[src/rtl/demux_scheduler_4b.sv]
// demux_scheduler_4b: valid/ready steering controller for the 4-bit 1:2 demux.
// One-entry lane registers, rr/fixed/data-bit routing, saturating lane counts.
module demux_scheduler_4b (
    input  logic       clk,
    input  logic       reset,
    input  logic [1:0] mode,
    input  logic       clear_counts,
    input  logic [3:0] data_in,
    input  logic       valid_in,
    output logic       ready_out,
    output logic [3:0] data_out0,
    output logic [3:0] data_out1,
    output logic       valid_out0,
    output logic       valid_out1,
    input  logic       pop0,
    input  logic       pop1,
    output logic       select,
    output logic [7:0] count0,
    output logic [7:0] count1
);

    typedef struct packed {
        logic       vld;
        logic [3:0] dat;
    } lane_t;

    lane_t      lane0_q, lane0_d;
    lane_t      lane1_q, lane1_d;
    logic       rr_q, rr_d;
    logic       sel_q, sel_d;
    logic [7:0] cnt0_q, cnt0_d;
    logic [7:0] cnt1_q, cnt1_d;

    logic tgt;
    logic free0;
    logic free1;
    logic xfer;
    logic ld0;
    logic ld1;

    // Target lane, lane-free terms and handshake
    always_comb begin
        tgt = 1'b0;
        unique case (mode)
            2'b00: tgt = rr_q;
            2'b01: tgt = 1'b0;
            2'b10: tgt = 1'b1;
            2'b11: tgt = data_in[3];
        endcase
        // A popping lane can be refilled on the same edge
        free0     = ~lane0_q.vld | pop0;
        free1     = ~lane1_q.vld | pop1;
        ready_out = tgt ? free1 : free0;
        xfer      = valid_in & ready_out;
        ld0       = xfer & ~tgt;
        ld1       = xfer & tgt;
    end

    // Next-state for lanes, round-robin pointer, select and counters
    always_comb begin
        lane0_d     = lane0_q;
        lane1_d     = lane1_q;
        lane0_d.vld = lane0_q.vld & ~pop0;
        lane1_d.vld = lane1_q.vld & ~pop1;
        if (ld0) begin
            lane0_d.vld = 1'b1;
            lane0_d.dat = data_in;
        end
        if (ld1) begin
            lane1_d.vld = 1'b1;
            lane1_d.dat = data_in;
        end
        rr_d  = rr_q ^ (xfer & (mode == 2'b00));
        sel_d = xfer ? tgt : sel_q;
        cnt0_d = cnt0_q;
        cnt1_d = cnt1_q;
        // Clear takes priority over a coincident increment
        if (clear_counts) begin
            cnt0_d = 8'd0;
            cnt1_d = 8'd0;
        end else begin
            if (ld0 && cnt0_q != 8'hFF) cnt0_d = cnt0_q + 8'd1;
            if (ld1 && cnt1_q != 8'hFF) cnt1_d = cnt1_q + 8'd1;
        end
    end

    // State registers, cleared asynchronously
    always_ff @(posedge clk or posedge reset) begin
        if (reset) begin
            lane0_q <= '0;
            lane1_q <= '0;
            rr_q    <= 1'b0;
            sel_q   <= 1'b0;
            cnt0_q  <= 8'd0;
            cnt1_q  <= 8'd0;
        end else begin
            lane0_q <= lane0_d;
            lane1_q <= lane1_d;
            rr_q    <= rr_d;
            sel_q   <= sel_d;
            cnt0_q  <= cnt0_d;
            cnt1_q  <= cnt1_d;
        end
    end

    assign data_out0  = lane0_q.dat;
    assign data_out1  = lane1_q.dat;
    assign valid_out0 = lane0_q.vld;
    assign valid_out1 = lane1_q.vld;
    assign select     = sel_q;
    assign count0     = cnt0_q;
    assign count1     = cnt1_q;

endmodule

[config.mk]
export PLATFORM = sky130hd
export DESIGN_NAME = demux_scheduler_4b
export DESIGN_NICKNAME = d
export VERILOG_FILES = /design/src/rtl/demux_scheduler_4b.sv
export SDC_FILE = /design/constraint.sdc
export NUM_CORES = 1
export LEC_CHECK = 0
export CORE_MARGIN = 4
export CORE_UTILIZATION = 50
export CTS_BUF_LIST = sky130_fd_sc_hd__clkbuf_4
export DETAILED_ROUTE_END_ITERATION = 16
export MAX_ROUTING_LAYER = met4
export PLACE_DENSITY_LB_ADDON = 0.08
export SYNTH_ARGS = -nofsm -noshare
export SYNTH_HDL_FRONTEND = slang
export SYNTH_SLANG_ARGS = --single-unit
[constraint.sdc]
create_clock -name clk -period 3 [get_ports clk]
set_input_delay 0.75 -clock clk [delete_from_list [all_inputs] [get_ports clk]]
set_output_delay 0.75 -clock clk [all_outputs]
set_load 0.05 [all_outputs]
; ---- After elaboration in Yosys (flattened, before gate mapping)
; Index checks and enable logic that the tools add are counted.
[totals]
in_bits = 12
word_cells = 42
reg_bits = 28
[op_classes]
n_mux = 8
bitwise_logic = 14
reduce_logical = 5
n_addsub = 2
eq_ne = 5
[op_table]
columns = operator, n
row1 = 8-bit two-way mux, 4
row2 = 8-bit by 1-bit adder with 8-bit output (second input constant), 2
row3 = 8-bit inequality test (second input constant), 2
row4 = 5-bit two-way mux, 2
row5 = 1-bit bitwise AND, 6
row6 = 1-bit inverter, 5
row7 = 2-bit == test (second input constant), 2
row8 = 1-bit one-hot mux with 4 select lines, 1
row9 = 2-bit nonzero test, 2
row10 = 2-bit by 1-bit == test with 1-bit output (second input constant), 1
row11 = 1-bit logical AND, 2
row12 = 2-bit zero test, 1
row13 = 1-bit OR, 2
row14 = 1-bit two-way mux, 1
row15 = 1-bit XOR, 1

; ---- Depth between registers and ports, before layout
; Gate-level depths: netlist of run 1.
[depth]
depth_word = 8
ltp_mapped = 5
mapped_depth_nobuf = 5

; ---- Least setup slack after synthesis of run 1
; Ideal clock, no wire load.
[synth_path]
path_type = input-to-output
start = input mode[0]
end = output ready_out
path_stages = 3
slack_ns = 0.389
t_arrival_ns = 1.861
path_cell_list = o21bai_4 and3b_1 a21oi_1
[synth_via]
elab_chain_len = 3
elab_cells_between_ends = 6
[synth_rtl]
columns = element, line
row1 = "start, declared", 6  ; input logic [1:0] mode,
row2 = 2-bit == test (tied with other cells), 44  ; unique case (mode)
row3 = 1-bit one-hot mux with 4 select lines *, 44
row4 = 1-bit two-way mux *, 53  ; ready_out = tgt ? free1 : free0;
row5 = "end, declared", 10  ; output logic ready_out,
; Every way passes the cells marked *; elsewhere a longest branch is shown, timed or not.

; ---- Worst setup path after layout of run 1
[layout_path]
start = input mode[1]
end = output ready_out
; The elaborated chain is that of the path after synthesis.

==> results of run 1 <==
logic make-up after synthesis:
family	count (synthesis)	share of synthesized area [%]
AND/OR/NAND/NOR	65	24.8
flip-flops	28	50.1
buffers and inverters	10	2.69
adder cells (fa/ha/maj)	2	1.79
AO/OA/AOI/OAI	28	13.7
XOR/XNOR	1	0.627
multiplexers	8	6.27
cells in the mapped netlist (all sizes together):
cell type  number
inv             6
a211oi          2
o21bai          1
o311ai          1
or3             7
nand4           4
a21oi          11
or4             4
clkbuf          4
nor3            2
o31ai           8
and3            1
dfrtp          28
nor4            3
nor2b           4
mux2            6
and3b           1
nand3           7
xor2            1
nand2b          2
ha              2
nor2            6
o21ai           2
o21a            2
nand2          22
and4            2
mux2i           2
a211o           1
cell type report:
type / count / area, sq um
Clock inverter: 1 / 3.75
Clock buffer: 3 / 22.5
Tap cell: 30 / 37.5
Sequential cell: 28 / 701
Timing Repair Buffer: 44 / 438
Inverter: 6 / 22.5
Multi-Input combinational cell: 104 / 659
Fill cell: 196 / 683
per-layer routing:
metal,part of all wire [%],global-route usage [%]
met1,44,23.6
met2,52,35.3
met3,3.7,3.62
met4,0.58,6.50
met5,0,-
final timing paths:
path                               from            to  slack [ns]  cells past startpoint
setup reg to reg                   rr_q     count0[5]        1.21                      4
hold reg to reg            data_out1[1]  data_out1[1]        0.50                      2
setup / recovery                mode[1]     ready_out        0.22                      5
min in group asynchronous         reset     count1[7]        0.76                      3
hold / removal             data_out1[1]  data_out1[1]        0.50                      2
max in group asynchronous         reset     count0[4]        1.96                      3
worst max-delay path, cell delays in order:
cell and delay [ns]:
clkdlybuf4s50_1 0.56, nand2_2 0.12, and3b_1 0.20, a21oi_1 0.21
buf_12 0.17
state kept, by name, indices dropped and copies added, names as in the netlist:
register and count:
count0 8, count1 8, data_out0 4, data_out1 4, rr_q 1, select 1
valid_out0 1, valid_out1 1
power groups by stage:
stage	sequential, mW	combinational, mW	clock, mW
floorplan	0.635	0.101	0
global placement	0.471	0.411	0
detailed placement	0.474	0.419	0
CTS	0.466	0.419	0.160
global route	0.472	0.441	0.174
finish	0.465	0.415	0.155
through the flow:
step	util [%]	setup slack, ns
after floorplan	-	0.389
after global placement	72.4	0.249
after detailed placement	72.4	0.216
after CTS	73.4	0.216
after global routing	73.4	0.162
final	73.4	0.222
==> flow_metrics.py, run 1 <==
metrics = {
    "outcome": {
        "status": "complete, no violations",
    },
    "global_route": {
        "grt_pass1_wl_mm": 5.50,
        "grt_max_degree": 29,
        "track_usage_pct": 20.3,
        "antenna_found_initial": 0,
        "grt_pass1_vias": 1290,
        "grt_overflow": 0,
    },
    "place": {
        "routabilityCongestion": 0.838,
        "io_buffers": 39,
        "place_inst": 212,
        "dp_hpwl_mm": 2.48,
        "dpl-instance-area_sq_um": 1860,
    },
    "clocking": {
        "cts_sinks": 28,
        "cts_resized": 0,
        "postCtsHoldBufs": 0,
        "cts_made_buffers": 3,
        "clock_path_buffers": 2,
        "h-tree-depth": 1,
        "clock_latency_ns": 0.32,
        "clk_pin_slew_ns": 0.15,
        "cts_tree": "built",
        "cts_post_setup_buffers_inserted": 0,
        "cts-root-buf": "clkbuf_4",
    },
    "power_and_ir_drop": {
        "intPower_mw": 0.628,
        "pwr_density_cell_nw_per_um2": 549,
        "clock_power_share_pct": 15.0,
        "power.leakage_nw": 0.781,
        "swShare_pct": 39.3,
        "finalPower_mw": 1.04,
        "power_frac_comb_pct": 40.1,
        "peakVddDrop_v": 0.000488,
        "p_seq_share_pct": 44.9,
        "switching_power_mw": 0.407,
    },
    "die": {
        "start_util_pct": 54.4,
        "fp.dieW_um": 60.9,
        "core_sq_um": 2570,
        "fp.dieH_um": 60.9,
        "ios": 40,
        "num_rows": 18,
        "die_area_sq_um": 3710,
    },
    "logic_synthesis": {
        "synth_top_area_cell": "dfrtp_1",
        "syn_nets": 156,
        "synth.distinct_cells": 30,
        "avgSynthCellArea_sq_um": 9.84,
        "ys_top_cells_by_area": "dfrtp_1 (50%), nand2_1 (5.6%), mux2_2 (4.8%), o31ai_1 (4.3%), a21oi_1 (3.9%)",
        "ys_seq_area_share_pct": 50.1,
        "yosys_warnings": 0,
        "ys_seq_elements": 28,
        "yosysTopAreaCellShare_pct": 50.1,
        "synth_area_sq_um": 1400,
        "synthCells": 142,
    },
    "sta": {
        "setup-tns-final_ns": 0,
        "fmax_mhz": 360,
        "tightest_slew_ns": 0.578,
        "grt_setup_unrepaired": "no",
        "holdWs_ns": 0.502,
        "slew_headroom_pct": 61.3,
        "period_needed_ns": 2.78,
        "hold_violations": 0,
        "maxSlewViolCount": 0,
        "post-route-period-util_pct": 92.6,
        "finalSetupViolations": 0,
        "skew_ns": 0.0119,
    },
    "job": {
        "maxCapViolations": 0,
    },
    "worst_setup_path": {
        "cp.arrival_ns": 2.03,
        "crit_type": "in -> out",
        "critical_path_required_ns": 2.25,
        "critPathLaunchType": "input pin",
        "cp-end-kind": "output pin",
        "cp_max_fo": 5,
    },
    "drt": {
        "vias_per_cell": 5.81,
        "via_count": 1255,
        "remaining_drc_errors": 0,
        "drt_iter0_drc": 59,
        "wl_per_cell_um": 15.3,
        "final_antenna_net_count": 0,
        "firstDrtPassIters": 4,
        "routed_wirelength_mm": 3.30,
    },
    "cells_and_area": {
        "layout_common_cells": "clkdlybuf4s50_1 (38), dfrtp_1 (28), nand2_1 (21)",
        "stdcell_area_sq_um": 1880,
        "area_delta_synth_final_pct": 34.8,
        "instances_no_fill": 216,
        "final_common_cell": "clkdlybuf4s50_1",
        "diodes": 0,
        "nNetsFinal": 201,
        "drive_gt1_share_pct": 9.68,
    },
    "hold_path": {
        "min_path_type": "reg -> reg",
    },
}
Power figures use the tool's default switching activity.
==> run 2: changes to the inputs <==
==> constraint.sdc (replaced) <==
create_clock -name clk -period 3 [get_ports clk]
set_input_delay 0.3 -clock clk [delete_from_list [all_inputs] [get_ports clk]]
set_output_delay 0.3 -clock clk [all_outputs]
set_load 0.05 [all_outputs]
==> run 2 against run 1 <==
Against the previous run: first-iteration DRC count is 12% lower; design area down 1.5%; clock-buffer cell count did not move; die area unchanged; non-clock buffer count down 2.
==> flow_metrics.py, run 2 (synthesis results as in run 1) <==
metrics = {
    "sta": {
        "hold_violations": 0,
        "setup-tns-final_ns": 0,
        "slew_headroom_pct": 62.0,
        "finalWorstSetupSlack_ns": 0.540,
        "tightest_slew_ns": 0.568,
        "post-route-period-util_pct": 82.0,
        "maxSlewViolCount": 0,
        "finalSetupViolations": 0,
        "grt_setup_unrepaired": "no",
        "skew_ns": 0.00303,
        "period_needed_ns": 2.46,
        "fmax_mhz": 406,
    },
    "cells_and_area": {
        "fillCellCount": 193,
        "instances_no_fill": 213,
        "nNetsFinal": 199,
        "drive_gt1_share_pct": 8.20,
        "final_common_cell": "clkdlybuf4s50_1",
        "diodes": 0,
        "fin_util_pct": 72.3,
        "seq_area_sq_um": 701,
        "multiInputGateArea_sq_um": 659,
        "area_delta_synth_final_pct": 32.8,
        "layout_common_cells": "clkdlybuf4s50_1 (39), dfrtp_1 (28), nand2_1 (21)",
    },
    "clocking": {
        "clock_path_buffers": 2,
        "h-tree-depth": 1,
        "cts_made_buffers": 3,
        "cts_resized": 0,
        "cts_post_setup_buffers_inserted": 0,
        "postCtsHoldBufs": 0,
        "cts_tree": "built",
        "cts-root-buf": "clkbuf_4",
        "clk_pin_slew_ns": 0.14,
        "cts_sinks": 28,
        "clock_latency_ns": 0.32,
    },
    "place": {
        "io_buffers": 39,
        "place_inst": 210,
        "routabilityCongestion": 0.816,
        "dp_hpwl_mm": 2.41,
        "pre_cts_ws_ns": 0.538,
    },
    "outcome": {
        "status": "complete, no violations",
    },
    "drt": {
        "firstDrtPassIters": 4,
        "routed_wirelength_mm": 3.21,
        "via_count": 1252,
        "drt_iter0_drc": 52,
        "remaining_drc_errors": 0,
        "vias_per_cell": 5.88,
        "wl_per_cell_um": 15.1,
        "final_antenna_net_count": 0,
    },
    "die": {
        "num_rows": 18,
        "core_sq_um": 2570,
        "start_util_pct": 54.4,
        "ios": 40,
        "fp.dieW_um": 60.9,
        "die_area_sq_um": 3710,
        "fp.dieH_um": 60.9,
    },
    "power_and_ir_drop": {
        "switching_power_mw": 0.404,
        "intPower_mw": 0.619,
        "swShare_pct": 39.5,
        "clock_power_share_pct": 14.9,
        "pwr_density_cell_nw_per_um2": 551,
        "peakVddDrop_v": 0.000492,
        "p_seq_share_pct": 45.4,
        "power.leakage_nw": 0.765,
        "power_frac_comb_pct": 39.7,
    },
    "worst_setup_path": {
        "max_stage_delay_ns": 0.83,
        "cp-end-kind": "output pin",
        "cp-startpoint": "mode[1]",
        "critPathLaunchType": "input pin",
        "crit_chain": "clkdlybuf4s50_1, nand2_2, and3b_1, a21oi_1, clkdlybuf4s50_1",
        "cp.arrival_ns": 2.16,
        "cp_max_fo": 5,
        "critical_path_required_ns": 2.70,
        "timing.critical_path.mode_cell": "clkdlybuf4s50_1",
        "critPathSlowestCell": "clkdlybuf4s50_1",
        "crit_type": "in -> out",
        "rr_startpoint": "rr_q",
    },
    "global_route": {
        "grt_max_degree": 29,
        "grt_pass1_vias": 1229,
        "grt_pass1_wl_mm": 5.46,
        "antenna_found_initial": 0,
        "grt_overflow": 0,
        "track_usage_pct": 20.0,
    },
    "hold_path": {
        "min_path_type": "in -> async",
    },
    "job": {
        "maxCapViolations": 0,
    },
}
run 2: cell count changes in the layout (fill, tap and decap cells not counted), sizes merged:
cell and delta:
clkdlybuf4s50 +1, clkinv -1, buf -3
run 2: through the flow:
step           cell area (sq um)  hold slack (ns)  total power [mW]
6_report                    1860            0.321              1.02
5_1_grt                     1860            0.368              1.07
4_1_cts                     1860            0.337              1.03
3_5_place_dp                1830            0.461             0.883
3_3_place_gp                1830            0.461             0.873
2_1_floorplan               1400            0.365             0.736
run 2: final cells by class:
cell class	count	share of cell area [%]
flip-flops and latches	28	37.8
multi-input cells	104	35.5
repair buffers	42	22.3
well taps	30	2.02
clock buffers	3	1.21
inverters	6	1.21
run 2: critical path: cells and delay by family:
family	cells	cell delay, ns
AND/OR/NAND/NOR	2	0.33
buffers and inverters	2	1.40
AO/OA/AOI/OAI	1	0.13
run 2: path summary, 6_finish.rpt:
kind                                 to  slack [ns]  depth (start not counted)
hold reg to reg            data_out1[2]        0.49                          2
max in group asynchronous  data_out1[0]        2.42                          3
setup / recovery              ready_out        0.54                          5
setup reg to reg              count0[5]        1.02                          4
hold / removal                     rr_q        0.32                          3
min in group clk           data_out1[2]        0.49                          2
run 2: per-layer routing:
layer	track usage (%)	part of all wire (%)	vias to the layer above
met1	23.8	43	610
li1	-	-	604
met2	34.8	51	32
met4	7.43	1.4	0
met3	2.13	4.9	6
met5	-	0	-
run 2: power by group through the flow:
| stage | Clock (mW) | Sequential [mW] | Combinational [mW] |
|---|---|---|---|
| after floorplan | 0 | 0.635 | 0.101 |
| after global placement | 0 | 0.471 | 0.401 |
| after detailed placement | 0 | 0.473 | 0.409 |
| after CTS | 0.155 | 0.465 | 0.410 |
| after global routing | 0.169 | 0.472 | 0.428 |
| final | 0.153 | 0.464 | 0.406 |
